**config.mk**
```make
export PLATFORM = sky130hd
export DESIGN_NAME = seq_alu
export DESIGN_NICKNAME = d
export VERILOG_FILES = /design/src/rtl/alu_pkg.sv /design/src/rtl/seq_alu_muldiv.sv /design/src/rtl/seq_alu.sv
export SDC_FILE = /design/constraint.sdc
export NUM_CORES = 1
export LEC_CHECK = 0
export CAP_MARGIN = 40
export CORE_MARGIN = 4
export CORE_UTILIZATION = 58
export DETAILED_ROUTE_END_ITERATION = 10
export PLACE_DENSITY = 0.79
export SETUP_SLACK_MARGIN = 0.05
export SLEW_MARGIN = 20
export SYNTH_ARGS = -nofsm -noshare
export SYNTH_HDL_FRONTEND = slang
export SYNTH_SLANG_ARGS = --single-unit
export TNS_END_PERCENT = 10
```
**constraint.sdc**
```tcl
create_clock -name clk -period 10.1 [get_ports clk]
set_clock_uncertainty 0.2 [all_clocks]
set_input_delay 2.02 -clock clk [delete_from_list [all_inputs] [get_ports clk]]
set_output_delay 2.02 -clock clk [all_outputs]
set_load 0.005 [all_outputs]
```
**src/rtl/alu_pkg.sv**
```systemverilog
// Shared types for the multi-cycle ALU.
// Op codes, FSM states and the iterative-op predicate.
package alu_pkg;

  typedef enum logic [2:0] {
    OP_NOTHING = 3'b000,
    OP_ADD     = 3'b001,
    OP_SUB     = 3'b010,
    OP_AND     = 3'b011,
    OP_OR      = 3'b100,
    OP_SLT     = 3'b101,
    OP_MUL     = 3'b110,
    OP_DIVU    = 3'b111
  } alu_op_e;

  typedef enum logic [1:0] {
    IDLE,
    RUN,
    DONE
  } seq_alu_state_e;

  function automatic logic OP_IS_ITER(input alu_op_e op);
    return (op == OP_MUL) || (op == OP_DIVU);
  endfunction

endpackage

```
**src/rtl/seq_alu_muldiv.sv**
```systemverilog
// Iterative unsigned shift-add multiplier / restoring divider.
// One bit per clock; last flags the final iteration's cycle.
module seq_alu_muldiv
  import alu_pkg::*;
#(
  parameter int WIDTH = 32,
  localparam int CNT_W = $clog2(WIDTH + 1)
) (
  input  logic             clk,
  input  logic             rst_n,
  input  logic             load,
  input  alu_op_e          op,
  input  logic [WIDTH-1:0] a,
  input  logic [WIDTH-1:0] b,
  output logic             last,
  output logic [WIDTH-1:0] res_lo,
  output logic [WIDTH-1:0] res_hi
);

  logic             active;
  logic [CNT_W-1:0] count;
  alu_op_e          op_q;
  logic [WIDTH-1:0] opnd;
  logic [WIDTH-1:0] hi_q;
  logic [WIDTH-1:0] lo_q;
  logic [WIDTH-1:0] hi_n;
  logic [WIDTH-1:0] lo_n;
  logic [WIDTH:0]   sum;
  logic [WIDTH:0]   shifted;
  logic [WIDTH:0]   diff;

  assign last   = active && (count == CNT_W'(WIDTH - 1));
  assign res_lo = lo_n;
  assign res_hi = hi_n;

  // One MUL or DIVU step from the current partial state
  always_comb begin
    sum     = {1'b0, hi_q} + {1'b0, (lo_q[0] ? opnd : '0)};
    shifted = {hi_q, lo_q[WIDTH-1]};
    diff    = shifted - {1'b0, opnd};
    hi_n    = hi_q;
    lo_n    = lo_q;
    if (op_q == OP_MUL) begin
      hi_n = sum[WIDTH:1];
      lo_n = {sum[0], lo_q[WIDTH-1:1]};
    end else if (!diff[WIDTH]) begin
      hi_n = diff[WIDTH-1:0];
      lo_n = {lo_q[WIDTH-2:0], 1'b1};
    end else begin
      hi_n = shifted[WIDTH-1:0];
      lo_n = {lo_q[WIDTH-2:0], 1'b0};
    end
  end

  // Operand latch and per-clock iteration
  always_ff @(posedge clk or negedge rst_n) begin
    if (!rst_n) begin
      active <= 1'b0;
      count  <= '0;
      op_q   <= OP_NOTHING;
      opnd   <= '0;
      hi_q   <= '0;
      lo_q   <= '0;
    end else if (load) begin
      active <= 1'b1;
      count  <= '0;
      op_q   <= op;
      opnd   <= (op == OP_MUL) ? a : b;
      hi_q   <= '0;
      lo_q   <= (op == OP_MUL) ? b : a;
    end else if (active) begin
      hi_q  <= hi_n;
      lo_q  <= lo_n;
      count <= count + 1'b1;
      if (last) active <= 1'b0;
    end
  end

endmodule

```
**src/rtl/seq_alu.sv**
```systemverilog
// Multi-cycle ALU: registered single-cycle ops plus
// iterative MUL/DIVU behind a start/busy/done handshake.
module seq_alu
  import alu_pkg::*;
#(
  parameter int WIDTH = 32
) (
  input  logic             clk,
  input  logic             rst_n,
  input  logic             start,
  input  logic [2:0]       operation,
  input  logic [WIDTH-1:0] a,
  input  logic [WIDTH-1:0] b,
  output logic             busy,
  output logic             done,
  output logic [WIDTH-1:0] result,
  output logic [WIDTH-1:0] hi,
  output logic             zero,
  output logic             div_zero
);

  seq_alu_state_e   state;
  seq_alu_state_e   state_n;
  alu_op_e          op_in;
  logic [WIDTH-1:0] alu_res;
  logic             is_dz;
  logic             accept;
  logic             load;
  logic             md_last;
  logic [WIDTH-1:0] md_lo;
  logic [WIDTH-1:0] md_hi;

  assign op_in  = alu_op_e'(operation);
  assign is_dz  = (op_in == OP_DIVU) && (b == '0);
  assign accept = (state == IDLE) && start;
  assign load   = accept && OP_IS_ITER(op_in) && !is_dz;

  seq_alu_muldiv #(
    .WIDTH(WIDTH)
  ) u_muldiv (
    .clk    (clk),
    .rst_n  (rst_n),
    .load   (load),
    .op     (op_in),
    .a      (a),
    .b      (b),
    .last   (md_last),
    .res_lo (md_lo),
    .res_hi (md_hi)
  );

  // Single-cycle result; SLT uses a true signed compare
  always_comb begin
    alu_res = '0;
    unique case (op_in)
      OP_ADD:  alu_res = a + b;
      OP_SUB:  alu_res = a - b;
      OP_AND:  alu_res = a & b;
      OP_OR:   alu_res = a | b;
      OP_SLT:  alu_res = {{(WIDTH-1){1'b0}},
                          ($signed(a) < $signed(b))};
      default: alu_res = '0;
    endcase
  end

  // State register
  always_ff @(posedge clk or negedge rst_n) begin
    if (!rst_n) state <= IDLE;
    else        state <= state_n;
  end

  // Next state and handshake outputs
  always_comb begin
    state_n = state;
    busy    = 1'b0;
    done    = 1'b0;
    unique case (state)
      IDLE: begin
        if (start) state_n = load ? RUN : DONE;
      end
      RUN: begin
        busy = 1'b1;
        if (md_last) state_n = DONE;
      end
      DONE: begin
        done    = 1'b1;
        state_n = IDLE;
      end
      default: state_n = IDLE;
    endcase
  end

  // Output registers, held between completions
  always_ff @(posedge clk or negedge rst_n) begin
    if (!rst_n) begin
      result   <= '0;
      hi       <= '0;
      zero     <= 1'b1;
      div_zero <= 1'b0;
    end else if (accept && !load) begin
      if (is_dz) begin
        result   <= '1;
        hi       <= a;
        zero     <= 1'b0;
        div_zero <= 1'b1;
      end else begin
        result   <= alu_res;
        hi       <= '0;
        zero     <= (alu_res == '0);
        div_zero <= 1'b0;
      end
    end else if ((state == RUN) && md_last) begin
      result   <= md_lo;
      hi       <= md_hi;
      zero     <= (md_lo == '0);
      div_zero <= 1'b0;
    end
  end

endmodule

```
; Yosys cells after proc, flatten, opt, wreduce, memory -nomap -nowiden
; Index checks and enable logic that the tools add are counted.
[totals]
output_inout_bits = 68
rom_bits = 0
mem_count = 0
inputBits = 70
word_cells = 84
latchBits = 0
ramBits = 0
register_bits = 174
[op_classes]
magnitude_cmp = 1
n_mul = 0
bitwise_logic = 2
mux = 35
n_reduce_logical = 17
n_eq_ne = 13
shift = 0
n_div = 0
n_addsub = 5
[ops]
columns = operator, n
row1 = $mux 32, 16
row2 = $pmux 32 s5, 1
row3 = $logic_not 32->1, 3
row4 = $add 32x32->33, 1
row5 = $sub 33x32->33, 1
row6 = $add 32x32->32, 1
row7 = $and 32x32->32, 1
row8 = $lt 32x32->1, 1
row9 = $or 32x32->32, 1
row10 = $sub 32x32->32, 1
row11 = $eq 3x3->1 const B, 5
row12 = $mux 1, 12
row13 = $mux 6, 2
row14 = $logic_and 1x1->1, 7
row15 = $add 6x1->6 const B, 1
row16 = $eq 3x2->1 const B, 2
row17 = $eq 6x5->1 const B, 1
row18 = $mux 2, 3
row19 = $ne 2x2->1 const B, 2
row20 = $pmux 2 s2, 1
row21 = $reduce_bool 2->1, 2
row22 = $eq 3x1->1 const B, 1
row23 = $eq 2x1->1 const B, 1
row24 = $eq 2x2->1 const B, 1
row25 = 4 further kinds, 5

; Longest topological paths before layout
; Gate-level depths: netlist (run 1).
[depth]
depth_word = 7
mapped_depth = 17
mapped_depth_nobuf = 15

; Cells and area by module
; A second synthesis (run 1) with hierarchy kept.
[hier_totals]
hier_cells = 2482
hier_area_um2 = 18631.6
[modules_own_cells]
columns = module, seq_area_each_um2, cells_each, n_inst, area_each_um2
row1 = seq_alu_muldiv, 2652.5, 1255, 1, 9765.6
row2 = seq_alu, 1702.9, 1227, 1, 8866.0

; Least setup slack after synthesis (run 1)
; OpenSTA, ideal clock, no wires.
[synth_timing]
kind = input -> register
from = input port a[0]
to = register zero
slack_ps = 4620
stages = 13
t_required_ps = 9803
t_arrival_ps = 5183
setup_ps = 97
path_buffers = 0
cell_sequence = inv_1 -> ha_1 -> fa_1 -> nor2_1 -> o221ai_1 -> a21o_4 -> a211oi_4 -> nor3_2 -> a2111o_1 -> o31a_1 -> or4_1 -> or4_1 -> o41ai_2
[synth_between]
elab_chain_cells = 5
elab_cells_between_ends = 9
cone_classes = add/sub: 2 / order compare: 1 / mux: 3 / bitwise: 2 / reduce/logical: 1
[synth_lines]
columns = item, line_no
row1 = "start, declared", seq_alu.sv:12  ; input logic [WIDTH-1:0] a,
row2 = "$sub 32x32->32, or another cell as far along", seq_alu.sv:57  ; OP_SUB: alu_res = a - b;
row3 = $pmux 32 s5 *, seq_alu.sv:55  ; unique case (op_in)
row4 = $logic_not 32->1 *, seq_alu.sv:109  ; zero <= (alu_res == '0);
row5 = $mux 1 *, seq_alu.sv:101  ; if (is_dz) begin
row6 = $mux 1 *, seq_alu.sv:100  ; end else if (accept && !load) begin
row7 = "end signal, assigned", seq_alu.sv:109
row8 = "end signal, assigned", seq_alu.sv:115  ; zero <= (md_lo == '0);
row9 = "end, declared", seq_alu.sv:18  ; output logic zero,
; Every way passes the cells marked *; elsewhere a longest branch is shown, timed or not.
; A chain may end at the register's enable or synchronous reset.

; Worst setup path after layout (run 1)
[layout_timing]
from = input port b[7]
to = register zero
[layout_between]
elab_chain_cells = 7
elab_cells_between_ends = 16
cone_classes = add/sub: 2 / order compare: 1 / mux: 3 / bitwise: 2 / reduce/logical: 8
[layout_lines]
columns = item, line_no
row1 = "start, declared", seq_alu.sv:13  ; input logic [WIDTH-1:0] b,
row2 = "parallel branches: the longest is 7 deep, another holds $sub 32x32->32", --
; Parallel ways; which one is timed is not known.

==> results of run 1 <==
final timing paths:
kind                                    from  slack [ns]                 to
setup / recovery                        b[7]        3.17               zero
hold / removal              u_muldiv.op_q[1]        0.28   u_muldiv.op_q[1]
setup reg to reg           u_muldiv.lo_q[31]        5.12              hi[7]
min in group asynchronous              rst_n        1.22           div_zero
max in group asynchronous              rst_n        7.44  u_muldiv.hi_q[23]
hold reg to reg             u_muldiv.op_q[1]        0.28   u_muldiv.op_q[1]
cell type report:
cell class,count,area share (%)
clock buffers,19,2.24
well taps,396,2.45
flip-flops and latches,174,21.6
repair buffers,166,8.41
multi-input cells,1885,61.8
inverters,146,2.71
clock inverters,13,0.805
state kept, by name, summed over array words and instances, names as in the netlist, 2 cells and up:
signal          cells
hi                 32
u_muldiv.count      6
state               2
result             32
u_muldiv.lo_q      32
u_muldiv.op_q       3
u_muldiv.hi_q      32
u_muldiv.opnd      32
per-stage QoR:
stage	cell area (um2)	hold slack [ns]	std cells	utilization, %	worst slack, ns
after floorplan	17900	0.235	2346	-	4.62
after global placement	19400	0.256	2758	63.6	2.87
after detailed placement	19500	0.261	2764	64.0	2.87
after CTS	20100	0.282	2796	66.0	3.28
after global routing	20200	0.300	2799	66.2	3.10
final	20200	0.278	2799	66.2	3.17
per-layer routing:
| layer | vias to the layer above | GRT usage [%] | wire [um] | share of wire, % |
|---|---|---|---|---|
| met5 | - | 0 | 0 | 0 |
| met4 | 0 | 14.2 | 2610 | 3.9 |
| met3 | 161 | 5.68 | 6710 | 10 |
| met2 | 1156 | 57.6 | 28900 | 43 |
| met1 | 9107 | 56.7 | 28600 | 43 |
| li1 | 8601 | - | - | - |
power groups by stage:
| stage | Sequential [mW] | Combinational [mW] | Clock, mW |
|---|---|---|---|
| floorplan | 1.29 | 3.02 | 0 |
| global placement | 1.41 | 4.05 | 0 |
| detailed placement | 1.41 | 4.20 | 0 |
| CTS | 1.40 | 4.24 | 0.703 |
| global route | 1.45 | 4.76 | 0.737 |
| finish | 1.42 | 4.35 | 0.704 |
worst reg2reg max path, stage by stage (launching register included):
cell       delay [ns]
dfrtp_1          0.45
inv_1            0.09
ha_1             0.17
inv_1            0.06
fa_1             0.44
a211oi_1         0.38
o21a_1           0.25
o31ai_1          0.18
a2111oi_2        0.39
o21ai_1          0.23
a221oi_2         0.44
xor2_4           0.16
buf_4            0.55
mux2i_1          0.31
nor2_1           0.06
a21oi_1          0.37
a211oi_1         0.13
Yosys cell counts, drive strengths merged, types with 16 or more instances:
library cell | count | area, um2
nand3 | 57 | 285
nand2b | 17 | 106
ha | 176 | 2200
o31ai | 19 | 153
nand4 | 25 | 156
nor2 | 198 | 743
o21a | 25 | 188
nor4 | 20 | 131
nor3 | 44 | 230
and2 | 40 | 250
inv | 146 | 548
buf | 30 | 151
xnor2 | 42 | 368
clkbuf | 111 | 417
nand2 | 250 | 938
mux2i | 77 | 771
o21ai | 226 | 1130
a22oi | 19 | 143
o21bai | 16 | 120
o211ai | 68 | 510
a21oi | 225 | 1130
nor2b | 18 | 120
dfrtp | 173 | 4330
xor2 | 24 | 218
a211oi | 50 | 403
a21o | 35 | 270
kinds of logic after synthesis:
kind of cell    count (synthesis)
flops                         174
xor+xnor                       66
fa+ha+maj                     180
simple gates                  728
mux                            79
compound gates                832
buf+inv                       287
==> impl_metrics.csv, run 1 <==
group,metric,value,unit
setup_path,crit_type,"input port to flip-flop",
place,hpwl,50500,um
setup_path,endpoint_kind,"flip-flop",
grt,antenna_found_initial,0,
place,place_congestion,0.996,
sta,slew-limit-headroom,36.5,%
synth,ys_seq_elements,174,
route,routedWlPerCell,23.9,um
pwr,p_total,6.48,mW
route,routed_via_density,6.80,
synth,synth-xor-area-share,3.27,%
route,drc,0,
setup_path,cp_slowest_cell,"clkdlybuf4s50_1",
finish,final_cell_mix,"nand2_1 (250), a21oi_1 (225), o21ai_0 (219), nor2_1 (196), ha_1 (176)",
setup_path,crit_family,"simple AND/OR/NAND/NOR gates",
route,vias,19025,
route,dr.pass1.iters,6,
setup_path,max_stage_delay,0.84,ns
finish,final_common_cell,"nand2_1",
setup_path,worst-path-stages,14,
synth,avgSynthCellArea,7.64,um2
finish,syn_to_final_growth,12.8,%
pwr,p_per_area,321,mW/mm2
synth,async_flop_share,100,%
clock_network,cts_setup_buffers,0,
synth,yosysSeqAreaShare,24.3,%
clock_network,hold_buffers,0,
synth,syn_inst,2346,
clock_network,cts_buffers,17,
sta,setup_viol,0,
setup_path,startpoint_type,"input port",
pwr,seqPwrFrac,22.0,%
route,ant_nets,0,
die,dieArea,0.0338,mm2
synth,synth_compound_area_share,30.1,%
run,max_cap_violations,0,
pwr,clkPwrFrac,10.9,%
synth,synth.cell_area,0.0179,mm2
pwr,power.leakage,8.96,nW
grt,grt_pass1_vias,17869,
sta,fin_crit_sh,68.6,%
pwr,combPwrFrac,67.2,%
setup_path,path_common_cell,"or4_1",
finish,fill_cells,2575,
sta,max_freq,0.144,GHz
sta,drv_slew,0,
place,io_buffers,137,
die,fp.dieH,184,um
die,ioPinCount,138,
grt,grtUsageTotal,38.5,%
sta,hold_viol_final,0,
synth,synth_fa_ha_area_share,12.7,%
die,rows,64,
pwr,cell_internal_pwr,3.23,mW
clock_network,cts_tree,"built",
clock_network,clock_latency,0.45,ns
die,fp.dieW,184,um
sta,rsz0062_at_grt,"false",
synth,synth_mux_area_share,4.43,%
synth,ys_types,95,
synth,synth_flop_cell,"dfrtp_1",
sta,finalSetupTns,0,ns
grt,grt_pass1_wl,103000,um
setup_path,reg2reg_depth,16,
synth,synth_nets,2596,
clock_network,cts_sinks,174,
setup_path,cp_cell_sequence,"clkdlybuf4s50_1 -> inv_1 -> ha_1 -> nand2b_1 -> nor4b_1 -> a211oi_1 -> nor3_2 -> o211ai_1 -> a21o_1 -> mux2i_1 -> o21ai_0 -> or4_1 -> or4_1 -> o41ai_2",
setup_path,cp_num_buf_inv,2,
route,first_iter_violations,2428,
pwr,ir_drop,0.000321,V
clock_network,clk_pin_slew,0.08,ns
synth,yosysWarnings,0,
clock_network,clk_path_buf_depth,2,
finish,multi_input_area,0.0125,mm2
pwr,sw_frac_of_total,50.1,%
finish,drive_gt1_share,4.95,%
finish,diodes,0,
clock_network,ctsHtreeMaxLevel,4,
synth,synth_top_family_by_area,"compound AO/OA/AOI/OAI gates",
synth,synth_edf_count,0,
finish,layout.nets,2640,
sta,min_period,6.93,ns
synth,synthSimpleGateAreaFrac,18.9,%
pwr,p_sw,3.25,mW
setup_path,required,10.26,ns
clock_network,cts_resized,0,
clock_network,cts_root_buf,"clkbuf_16",
finish,seq_area,0.00436,mm2
min_path,hold_path_depth,1,
grt,grt_max_degree,90,
grt,grt.overflow.total,0,
die,core_area,0.0305,mm2
setup_path,crit_fanout,11,
run_status,outcome,"finished, final reports clean",
min_path,min_path_type,"flip-flop to flip-flop",
route,drt_wl_total,66900,um
setup_path,crit_arrival,7.09,ns
die,start_util,58.7,%
sta,worstMarginPinSlew,0.940,ns
Note: power is estimated with default switching activity, not from simulation.
==> inputs of run 2 (changes only) <==
clock period = 7.1 ns   (was 10.1 ns; I/O delays follow)
==> run 2 against run 1 <==
Against the previous run:
- worst hold slack lost 0.0039 ns
- clock-buffer cell count is the same
- sequential power grew 42%
- total power grew 40%
- final cell count grew 0.46%
- register-to-register slack lost 3.2 ns
- non-clock buffer count grew 14
- routed wire length grew 0.19%
- combinational power grew 42%
- largest cell class unchanged
==> impl_metrics.csv, run 2 (synthesis gave the netlist of run 1 again) <==
group,metric,value,unit
grt,grt_pass1_vias,17674,
setup_path,startpoint_type,"input port",
route,first_iter_violations,2621,
pwr,cell_internal_pwr,4.55,mW
run_status,outcome,"finished, final reports clean",
finish,fill_cells,2668,
finish,instances_no_fill,2812,
finish,syn_to_final_growth,12.7,%
min_path,min_from,"u_muldiv.op_q[2]",
clock_network,cts_setup_buffers,0,
setup_path,endpoint_kind,"flip-flop",
finish,diodes,0,
place,place_congestion,1.04,
clock_network,clk_path_buf_depth,2,
finish,design_area,0.0202,mm2
run,max_cap_violations,0,
sta,min_period,6.16,ns
sta,setup_viol,0,
setup_path,crit_fanout,6,
sta,max_freq,0.162,GHz
sta,fin_crit_sh,86.8,%
clock_network,hold_buffers,0,
clock_network,cts_root_buf,"clkbuf_16",
finish,final_cell_mix,"nand2_1 (250), a21oi_1 (225), o21ai_0 (219), nor2_1 (195), ha_1 (176)",
clock_network,cts_buffers,17,
setup_path,max_stage_delay,0.64,ns
finish,final_common_cell,"nand2_1",
die,dieArea,0.0338,mm2
pwr,ir_drop,0.000296,V
finish,layout.nets,2654,
setup_path,critPathLaunch,"b[0]",
pwr,seqPwrFrac,22.2,%
die,ioPinCount,138,
clock_network,cts_tree,"built",
die,start_util,58.7,%
grt,grt_max_degree,87,
clock_network,ctsHtreeMaxLevel,4,
sta,rsz0062_at_grt,"false",
setup_path,cp_slowest_cell,"nor3_1",
die,fp.dieW,184,um
min_path,min_path_type,"flip-flop to flip-flop",
sta,drv_slew,0,
pwr,power.leakage,8.96,nW
clock_network,clock_latency,0.45,ns
clock_network,clk_pin_slew,0.07,ns
setup_path,cp_num_buf_inv,1,
place,placed_area,0.0196,mm2
route,drt_wl_total,67000,um
grt,antenna_found_initial,3,
grt,grt_pass1_wl,102000,um
place,io_buffers,137,
route,drc,0,
setup_path,cp_cell_sequence,"clkdlybuf4s50_1 -> ha_1 -> fa_1 -> a211oi_2 -> o31ai_2 -> o311ai_2 -> a21oi_1 -> a311o_1 -> a41oi_1 -> mux2i_1 -> nor3_1 -> nand4_1 -> or4_1 -> o41ai_2",
pwr,sw_frac_of_total,50.0,%
route,routed_via_density,6.78,
die,rows,64,
setup_path,crit_type,"input port to flip-flop",
route,dr.pass1.iters,5,
finish,drive_gt1_share,5.42,%
place,hpwl,51100,um
route,routedWlPerCell,23.8,um
pwr,clkPwrFrac,10.0,%
pwr,combPwrFrac,67.8,%
setup_path,crit_arrival,6.31,ns
grt,grtUsageTotal,38.3,%
die,fp.dieH,184,um
setup_path,required,7.25,ns
sta,hold_viol_final,0,
pwr,p_per_area,451,mW/mm2
route,vias,19067,
grt,grt.overflow.total,0,
sta,worstMarginPinSlew,0.898,ns
setup_path,r2r_start,"u_muldiv.lo_q[31]",
clock_network,cts_resized,0,
sta,whs,0.274,ns
route,ant_nets,0,
die,core_area,0.0305,mm2
place,numPlacedInstances,2779,
sta,slew-limit-headroom,40.1,%
pwr,p_sw,4.55,mW
clock_network,cts_sinks,174,
sta,finalSetupTns,0,ns
setup_path,crit_family,"compound AO/OA/AOI/OAI gates",
## run 2: cell count changes in the layout (fill, tap and decap cells not counted), sizes merged
cell,previous run,this run
clkdlybuf4s18,0,1
clkinvlp,0,3
buf,31,44
clkinv,2,6
inv,155,148
bufinv,2,1
## run 2: power groups by stage
stage / logic (mW) / registers [mW] / clock network (mW)
after floorplan: 4.30 / 1.83 / 0
after global placement: 5.79 / 2.01 / 0
after detailed placement: 5.97 / 2.00 / 0
after CTS: 6.02 / 1.99 / 0.906
after global routing: 6.74 / 2.06 / 0.946
final: 6.17 / 2.02 / 0.910
## run 2: metal layers
metal  share of wire (%)  vias up  global-route usage (%)
met2                  44     1172                    57.9
met3                  10      182                    7.62
li1                    -     8616                       -
met4                 3.8        2                    13.1
met5               0.018        -                       0
met1                  43     9095                    55.0
## run 2: stage by stage
step	worst slack, ns	util (%)	total power, mW
3_3_place_gp	0.694	64.0	7.80
3_5_place_dp	0.655	64.2	7.97
6_report	0.939	66.2	9.10
2_1_floorplan	2.22	-	6.12
5_1_grt	0.954	66.2	9.75
4_1_cts	1.10	66.0	8.92
## run 2: worst paths after layout
check                                     to  slack, ns  cells past startpoint
setup reg to reg                       hi[7]       1.94                     16
max in group asynchronous  u_muldiv.hi_q[29]       4.75                      2
min in group asynchronous           div_zero       0.75                      1
hold reg to reg             u_muldiv.op_q[2]       0.27                      1
hold / removal              u_muldiv.op_q[2]       0.27                      1
setup / recovery                        zero       0.94                     14
## run 2: layout make-up
class                   instances  area, um2  area share, %
multi-input cells            1885      12500           61.9
flip-flops and latches        174       4360           21.6
repair buffers                180       1750           8.65
inverters                     146        548           2.72
well taps                     396        495           2.45
clock buffers                  19        433           2.14
clock inverters                12        116          0.577
